<file path="src/rtl/fetch_unit_if.sv">
// Bus bundle between the fetch stage, instruction memory, decode and execute.
// The fetch unit takes the master modport; the memory/decode/execute side takes the slave modport.
interface fetch_unit_if #(
    parameter int AW = 12,
    parameter int DW = 16
);
    logic          mem_req;
    logic [AW-1:0] mem_addr;
    logic          mem_ack;
    logic [DW-1:0] mem_rdata;
    logic [DW-1:0] ir;
    logic [AW-1:0] ir_pc;
    logic          ir_valid;
    logic          ir_ready;
    logic          redirect_valid;
    logic [AW-1:0] redirect_target;
    logic          halt;

    modport master (
        output mem_req, mem_addr, ir, ir_pc, ir_valid,
        input  mem_ack, mem_rdata, ir_ready, redirect_valid, redirect_target, halt
    );

    modport slave (
        input  mem_req, mem_addr, ir, ir_pc, ir_valid,
        output mem_ack, mem_rdata, ir_ready, redirect_valid, redirect_target, halt
    );
endinterface

</file>
<file path="src/rtl/fetch_unit.sv">
// Instruction fetch stage: PC, memory req/ack, IR with valid/ready handoff to decode, redirects.
// Defining FETCH_CNT_EN adds the fetch_cnt output counting instructions accepted by decode.
module fetch_unit #(
    parameter int            AW       = 12,
    parameter int            DW       = 16,
    parameter logic [AW-1:0] RESET_PC = '0
) (
    input  logic clk,
    input  logic rst_n,
    fetch_unit_if.master bus
`ifdef FETCH_CNT_EN
    ,
    output logic [15:0] fetch_cnt
`endif
);
    typedef enum logic [1:0] {
        S_IDLE,
        S_REQ,
        S_HOLD
    } state_t;

    state_t        r_state, w_state_next;
    logic [AW-1:0] r_pc, w_pc_next;
    logic [AW-1:0] r_addr, w_addr_next;
    logic [DW-1:0] r_ir, w_ir_next;
    logic [AW-1:0] r_ir_pc, w_ir_pc_next;
    logic          r_ir_valid, w_ir_valid_next;
    logic          r_flush, w_flush_next;
    logic          w_accept;
    logic [AW-1:0] w_pc_inc;

    assign w_accept = r_ir_valid && bus.ir_ready;
    assign w_pc_inc = r_pc + {{(AW-1){1'b0}}, 1'b1};

    always_ff @(posedge clk or negedge rst_n) begin
        if (!rst_n) begin
            r_state    <= S_IDLE;
            r_pc       <= RESET_PC;
            r_addr     <= RESET_PC;
            r_ir       <= '0;
            r_ir_pc    <= '0;
            r_ir_valid <= 1'b0;
            r_flush    <= 1'b0;
        end else begin
            r_state    <= w_state_next;
            r_pc       <= w_pc_next;
            r_addr     <= w_addr_next;
            r_ir       <= w_ir_next;
            r_ir_pc    <= w_ir_pc_next;
            r_ir_valid <= w_ir_valid_next;
            r_flush    <= w_flush_next;
        end
    end

    always_comb begin
        w_state_next    = r_state;
        w_pc_next       = r_pc;
        w_addr_next     = r_addr;
        w_ir_next       = r_ir;
        w_ir_pc_next    = r_ir_pc;
        w_ir_valid_next = r_ir_valid;
        w_flush_next    = r_flush;

        case (r_state)
            S_IDLE: begin
                if (bus.redirect_valid) begin
                    w_pc_next = bus.redirect_target;
                end
                if (!bus.halt) begin
                    w_state_next = S_REQ;
                end
            end
            S_REQ: begin
                if (bus.mem_ack) begin
                    if (r_flush || bus.redirect_valid) begin
                        // Stale or redirected response: drop it and re-issue at the current pc.
                        w_flush_next = 1'b0;
                        if (bus.redirect_valid) begin
                            w_pc_next = bus.redirect_target;
                        end
                    end else begin
                        w_ir_next       = bus.mem_rdata;
                        w_ir_pc_next    = r_addr;
                        w_ir_valid_next = 1'b1;
                        w_state_next    = S_HOLD;
                    end
                end else if (bus.redirect_valid) begin
                    w_pc_next    = bus.redirect_target;
                    w_flush_next = 1'b1;
                end
            end
            S_HOLD: begin
                if (bus.redirect_valid) begin
                    w_pc_next       = bus.redirect_target;
                    w_ir_valid_next = 1'b0;
                    w_state_next    = bus.halt ? S_IDLE : S_REQ;
                end else if (w_accept) begin
                    w_pc_next       = w_pc_inc;
                    w_ir_valid_next = 1'b0;
                    w_state_next    = bus.halt ? S_IDLE : S_REQ;
                end
            end
            default: begin
                w_state_next = S_IDLE;
            end
        endcase

        // The address seen by memory must not move while a request is outstanding.
        if (!(r_state == S_REQ && !bus.mem_ack)) begin
            w_addr_next = w_pc_next;
        end
    end

    assign bus.mem_req  = (r_state == S_REQ);
    assign bus.mem_addr = r_addr;
    assign bus.ir       = r_ir;
    assign bus.ir_pc    = r_ir_pc;
    assign bus.ir_valid = r_ir_valid;

`ifdef FETCH_CNT_EN
    logic [15:0] r_fetch_cnt;

    always_ff @(posedge clk or negedge rst_n) begin
        if (!rst_n) begin
            r_fetch_cnt <= 16'd0;
        end else if (w_accept) begin
            r_fetch_cnt <= r_fetch_cnt + 16'd1;
        end
    end

    assign fetch_cnt = r_fetch_cnt;
`endif

endmodule

</file>
<file path="src/flat_wrapper.sv">
// flat-port wrapper written by rule: the top's interface ports become plain ports
module fetch_unit_flat 
#(
    parameter int            AW       = 12,
    parameter int            DW       = 16,
    parameter logic [AW-1:0] RESET_PC = '0
)
  (clk, rst_n, bus_mem_req, bus_mem_addr, bus_ir, bus_ir_pc, bus_ir_valid, bus_mem_ack, bus_mem_rdata, bus_ir_ready, bus_redirect_valid, bus_redirect_target, bus_halt);
  fetch_unit_if #(.AW(AW), .DW(DW)) bus_i ();
  input  logic clk;
  input  logic rst_n;
  output wire logic [$bits(bus_i.mem_req)-1:0] bus_mem_req;
  output wire logic [$bits(bus_i.mem_addr)-1:0] bus_mem_addr;
  output wire logic [$bits(bus_i.ir)-1:0] bus_ir;
  output wire logic [$bits(bus_i.ir_pc)-1:0] bus_ir_pc;
  output wire logic [$bits(bus_i.ir_valid)-1:0] bus_ir_valid;
  input wire logic [$bits(bus_i.mem_ack)-1:0] bus_mem_ack;
  input wire logic [$bits(bus_i.mem_rdata)-1:0] bus_mem_rdata;
  input wire logic [$bits(bus_i.ir_ready)-1:0] bus_ir_ready;
  input wire logic [$bits(bus_i.redirect_valid)-1:0] bus_redirect_valid;
  input wire logic [$bits(bus_i.redirect_target)-1:0] bus_redirect_target;
  input wire logic [$bits(bus_i.halt)-1:0] bus_halt;
  assign bus_mem_req = bus_i.mem_req;
  assign bus_mem_addr = bus_i.mem_addr;
  assign bus_ir = bus_i.ir;
  assign bus_ir_pc = bus_i.ir_pc;
  assign bus_ir_valid = bus_i.ir_valid;
  assign bus_i.mem_ack = bus_mem_ack;
  assign bus_i.mem_rdata = bus_mem_rdata;
  assign bus_i.ir_ready = bus_ir_ready;
  assign bus_i.redirect_valid = bus_redirect_valid;
  assign bus_i.redirect_target = bus_redirect_target;
  assign bus_i.halt = bus_halt;
  fetch_unit #(.AW(AW), .DW(DW), .RESET_PC(RESET_PC)) u_core (.clk(clk), .rst_n(rst_n), .bus(bus_i));
endmodule
</file>
<file path="config.mk">
export PLATFORM = sky130hd
export DESIGN_NAME = fetch_unit_flat
export DESIGN_NICKNAME = d
export VERILOG_FILES = /design/src/rtl/fetch_unit_if.sv /design/src/rtl/fetch_unit.sv /design/src/flat_wrapper.sv
export SDC_FILE = /design/constraint.sdc
export NUM_CORES = 1
export LEC_CHECK = 0
export CAP_MARGIN = 20
export CORE_MARGIN = 3
export CORE_UTILIZATION = 45
export DETAILED_ROUTE_END_ITERATION = 10
export PLACE_DENSITY_LB_ADDON = 0.08
export SYNTH_ARGS = -nofsm -noshare
export SYNTH_HDL_FRONTEND = slang
export SYNTH_SLANG_ARGS = --single-unit
</file>
<file path="constraint.sdc">
create_clock -name clk -period 3.05 [get_ports clk]
set_input_delay 0.61 -clock clk [delete_from_list [all_inputs] [get_ports clk]]
set_output_delay 0.61 -clock clk [all_outputs]
set_load 0.02 [all_outputs]
</file>
## Word level (Yosys, flattened, before mapping)

Index checks and enable logic that the tools add are counted.

| word-level totals | value |
|---|---|
| input port bits | 34 |
| register bits after elaboration | 56 |
| logic and storage cells | 48 |

| cells by class | value |
|---|---|
| muxes and demuxes | 21 |
| reductions and logical operators | 11 |
| add/subtract/negate cells | 1 |
| equal/unequal tests | 7 |
| bitwise logic cells | 1 |

Operator list:

| kind | number |
|---|---|
| $mux W12 | 5 |
| $pmux W12 S3 | 1 |
| $add A12 B1 Y12 const B | 1 |
| $mux W2 | 5 |
| $mux W1 | 8 |
| $reduce_and A4 Y1 | 2 |
| $pmux W2 S3 | 1 |
| $reduce_and A3 Y1 | 2 |
| $ne A2 B1 Y1 const B | 2 |
| $ne A2 B2 Y1 const B | 2 |
| $reduce_bool A2 Y1 | 2 |
| $ne A3 B2 Y1 const B | 1 |
| $eq A2 B1 Y1 const B | 1 |
| $eq A2 B2 Y1 const B | 1 |
| $logic_and A1 B1 Y1 | 2 |
| $logic_not A2 Y1 | 1 |
| $pmux W1 S2 | 1 |
| $logic_not A1 Y1 | 1 |
| $logic_or A1 B1 Y1 | 1 |
| $not A1 Y1 | 1 |

## Logic depth before layout (Yosys ltp)

| logic depth | value |
|---|---|
| depth in word-level cells | 4 |
| gate-level depth with buffers | 6 |
| depth with buffers taken out | 6 |

## Least setup slack after synthesis

Ideal clock, no wire load.

| timing | value |
|---|---|
| path kind | input port to flip-flop |
| start point | input port bus_ir_ready |
| end point | register u_core.r_addr[9] (netlist: u_core.bus.mem_addr[9]) |
| stages on the path | 5 |
| arrival | 1.662 ns |
| slack | 1.263 ns |
| cells stage by stage | nand4_1 -> or4_1 -> a21oi_1 -> o31ai_1 -> mux2_2 |

| on the way | value |
|---|---|
| cells in the longest elaborated chain, start to end | 4 |

Ends and longest elaborated chain:

| element | RTL line | text |
|---|---|---|
| from (decl) | flat_wrapper.sv:19 | `input wire logic [$bits(bus_i.ir_ready)-1:0] bus_ir_ready;` |
| $logic_and A1 B1 Y1 | fetch_unit.sv:32 | `assign w_accept = r_ir_valid && bus.ir_ready;` |
| $mux W12 | fetch_unit.sv:97 | `end else if (w_accept) begin` |
| $mux W12 | fetch_unit.sv:93 | `if (bus.redirect_valid) begin` |
| $pmux W12 S3 | fetch_unit.sv:64 | `case (r_state)` |
| named net u_core.w_pc_next[9] | fetch_unit.sv:23 | `logic [AW-1:0] r_pc, w_pc_next;` |
| to (signal assigned) | fetch_unit.sv:47 | `r_addr <= w_addr_next;` |
| to (decl) | fetch_unit.sv:24 | `logic [AW-1:0] r_addr, w_addr_next;` |

The timed path passes the listed nets, and every way through them passes these cells.
A chain may end at the register's enable or synchronous reset.

## Worst setup path after layout

| timing | value |
|---|---|
| start point | register u_core.r_state[1] |
| end point | output port bus_mem_req |

| on the way | value |
|---|---|
| cells in the longest elaborated chain, start to end | 1 |

Ends and longest elaborated chain:

| element | RTL line | text |
|---|---|---|
| from (decl) | fetch_unit.sv:22 | `state_t r_state, w_state_next;` |
| from (signal assigned) | fetch_unit.sv:45 | `r_state <= w_state_next;` |
| $eq A2 B1 Y1 | fetch_unit.sv:114 | `assign bus.mem_req = (r_state == S_REQ);` |
| to (decl) | flat_wrapper.sv:12 | `output wire logic [$bits(bus_i.mem_req)-1:0] bus_mem_req;` |

Every way passes these cells.

==> flow_metrics.py <==
metrics = {
    "outcome": {
        "status": "completed",
    },
    "synthesis": {
        "synthArstFlopShare_pct": 100,
        "synth-seq-cells": 56,
        "ys_seq_area_share_pct": 52.6,
        "synth_area_sq_mm": 0.00266,
        "yosys_warnings": 0,
        "synth_nets": 261,
        "synthFlopType": "dfrtp_1",
        "synth_cell_type_count": 46,
        "synthCells": 226,
        "synth-edff-count": 0,
        "syn-mean-instance-area_sq_um": 11.8,
    },
    "global_route": {
        "use_met1_pct": 25.7,
        "grt_busiest_layer": "met2",
        "grt_max_degree": 40,
        "use_met2_pct": 28.9,
        "grt_pass1_wl_mm": 10.4,
        "met3_usage_pct": 4.27,
        "antenna_found_initial": 0,
        "grt_pass1_vias": 2095,
        "grt_usage_pct": 18.4,
        "gr-total-overflow": 0,
    },
    "worst_setup_path": {
        "crit_family": "buffers and inverters",
        "worstPathRequired_ns": 2.44,
        "startpoint_type": "flop",
        "critPathBufInv": 3,
        "end_kind": "output pin",
        "slowest_stage": "clkdlybuf4s50_1",
        "critPathKind": "flop to output pin",
        "crit_fanout": 6,
        "path_cells": "inv_1 -> nand2_1 -> inv_1 -> clkdlybuf4s50_1",
        "cp.arrival_ns": 1.68,
        "max_stage_delay_ns": 0.62,
        "cpMostUsedCell": "inv_1",
    },
    "routing": {
        "antenna_left": 0,
        "dr.pass1.iters": 4,
        "route.detailed.drc": 0,
        "num_vias": 2059,
        "wire_per_inst_um": 16.1,
        "wl_mm": 6.11,
        "viasPerCell": 5.42,
        "drt_first_iter_violations": 115,
    },
    "finish": {
        "fillerInstances": 493,
        "utilization_pct": 63.6,
        "layout.area.seq_sq_mm": 0.00140,
        "drive_above_1_share_pct": 20.8,
        "final_cell_mix": "clkdlybuf4s50_1, dfrtp_1, mux2_2, nor2_1, o21ai_0",
        "synthToLayoutAreaGrowth_pct": 34.0,
        "multiInputGateArea_sq_mm": 0.00115,
        "layout_commonest_cell": "clkdlybuf4s50_1",
        "final_cells": 380,
        "antennaDiodeCount": 0,
        "finalNetCount": 342,
    },
    "floorplan": {
        "die_w_um": 82.9,
        "rows": 27,
        "dieHeight_um": 82.9,
        "start_util_pct": 47.5,
        "core_sq_mm": 0.00561,
        "die_area_sq_mm": 0.00688,
        "pin_count": 76,
    },
    "clock_network": {
        "clk_path_buf_depth": 2,
        "clockRootBuffer": "clkbuf_8",
        "cts_buffers": 5,
        "ctsResizeCount": 0,
        "h-tree-depth": 2,
        "worst_skew_pair.late_latency_ns": 0.31,
        "clkTransAtPathRegs_ns": 0.10,
        "clkSinkCount": 56,
        "ctsHoldBuffers": 0,
        "cts_setup_buffers": 0,
        "cts_tree": "yes",
    },
    "timing": {
        "slew_headroom_pct": 43.4,
        "hold_violations": 0,
        "rsz0062_at_grt": "no",
        "setup_violations": 0,
        "period_share_pct": 75.2,
        "hold-worst-slack_ns": 0.399,
        "min_period_ns": 2.29,
        "setup_tns_ns": 0,
        "final_max_slew_viol_count": 0,
        "fin_skew_ns": 0.00643,
        "fmaxAchievable_mhz": 436,
        "tightest_slew_ns": 0.849,
    },
    "power_and_ir_drop": {
        "power.total_mw": 3.44,
        "power.density_mw_per_mm2": 963,
        "max-vdd-ir-drop_uv": 525,
        "leakage_nw": 1.45,
    },
    "run": {
        "cap_violations": 0,
    },
    "placed_design": {
        "place_congestion": 0.819,
        "io_buffers": 75,
        "dp.cells": 372,
        "dp_hpwl_mm": 4.45,
    },
    "worst_hold_path": {
        "hold_class": "input port to async pin",
    },
}
## area by class of cell
type,instances,area share (%)
Clock buffer,6,2.03
Clock inverter,2,0.386
Inverter,6,0.631
Multi-Input combinational cell,154,32.4
Sequential cell,56,39.3
Tap cell,72,2.52
Timing Repair Buffer,84,22.8
## metal layers
layer | vias up | wire [um]
li1 | 990 | -
met1 | 1001 | 2770
met2 | 63 | 2930
met3 | 5 | 347
met4 | 0 | 57
met5 | - | 0
## final timing paths
check	startpoint	end	slack [ns]	depth (start not counted)
setup reg to reg	u_core.r_pc[0]$_DFF_PN0_	u_core.bus.mem_addr[1]$_DFFE_PN0N_	1.04	6
setup / recovery	u_core.r_state[1]$_DFFE_PN0P_	bus_mem_req	0.76	4
hold / removal	rst_n	u_core.bus.ir_valid$_DFFE_PN0P_	0.40	1
hold reg to reg	u_core.bus.ir[8]$_DFFE_PN0P_	u_core.bus.ir[8]$_DFFE_PN0P_	0.51	1
max in group asynchronous	rst_n	u_core.bus.ir_pc[10]$_DFFE_PN0P_	1.94	2
min in group clk	u_core.bus.ir[8]$_DFFE_PN0P_	u_core.bus.ir[8]$_DFFE_PN0P_	0.51	1
## metrics by stage
step                      instance area, sq um  setup WS, ns
final                                     3570         0.756
after global routing                      3570         0.659
after CTS                                 3570         0.736
after detailed placement                  3480         0.502
after global placement                    3480         0.543
after floorplan                           2660          1.26
## state kept, by name (all words and copies together), names as in the netlist
signal / cells
u_core.bus.mem_addr: 12
u_core.r_pc: 12
u_core.r_flush: 1
u_core.r_state: 2
u_core.bus.ir_pc: 12
u_core.bus.ir: 16
u_core.bus.ir_valid: 1
## cell families after synthesis
group | after synthesis | share of synthesized area, %
xor+xnor | 1 | 0.329
fa+ha+maj | 1 | 0.470
compound gates | 49 | 12.4
mux | 47 | 19.6
simple gates | 56 | 10.4
flops | 56 | 52.6
buf+inv | 16 | 4.18
## cells in the mapped netlist, drive strengths merged (6+ instances only)
cell     n  area (sq um)
dfrtp   56          1400
a21oi    9          45.0
inv      6          22.5
nor2    18          67.6
o21ai   18          90.1
nand2   14          52.6
mux2i    6          60.1
clkbuf   6          62.6
nand3    6          30.0
mux2    41           462
## power breakdown
part / switching, mW / leakage [nW] / internal (mW)
clock network: 0.239 / 0.0456 / 0.164
logic: 0.809 / 0.740 / 0.884
registers: 0.260 / 0.661 / 1.08
total: 1.31 / 1.45 / 2.13
No activity file was read; power rests on OpenSTA's default activity.
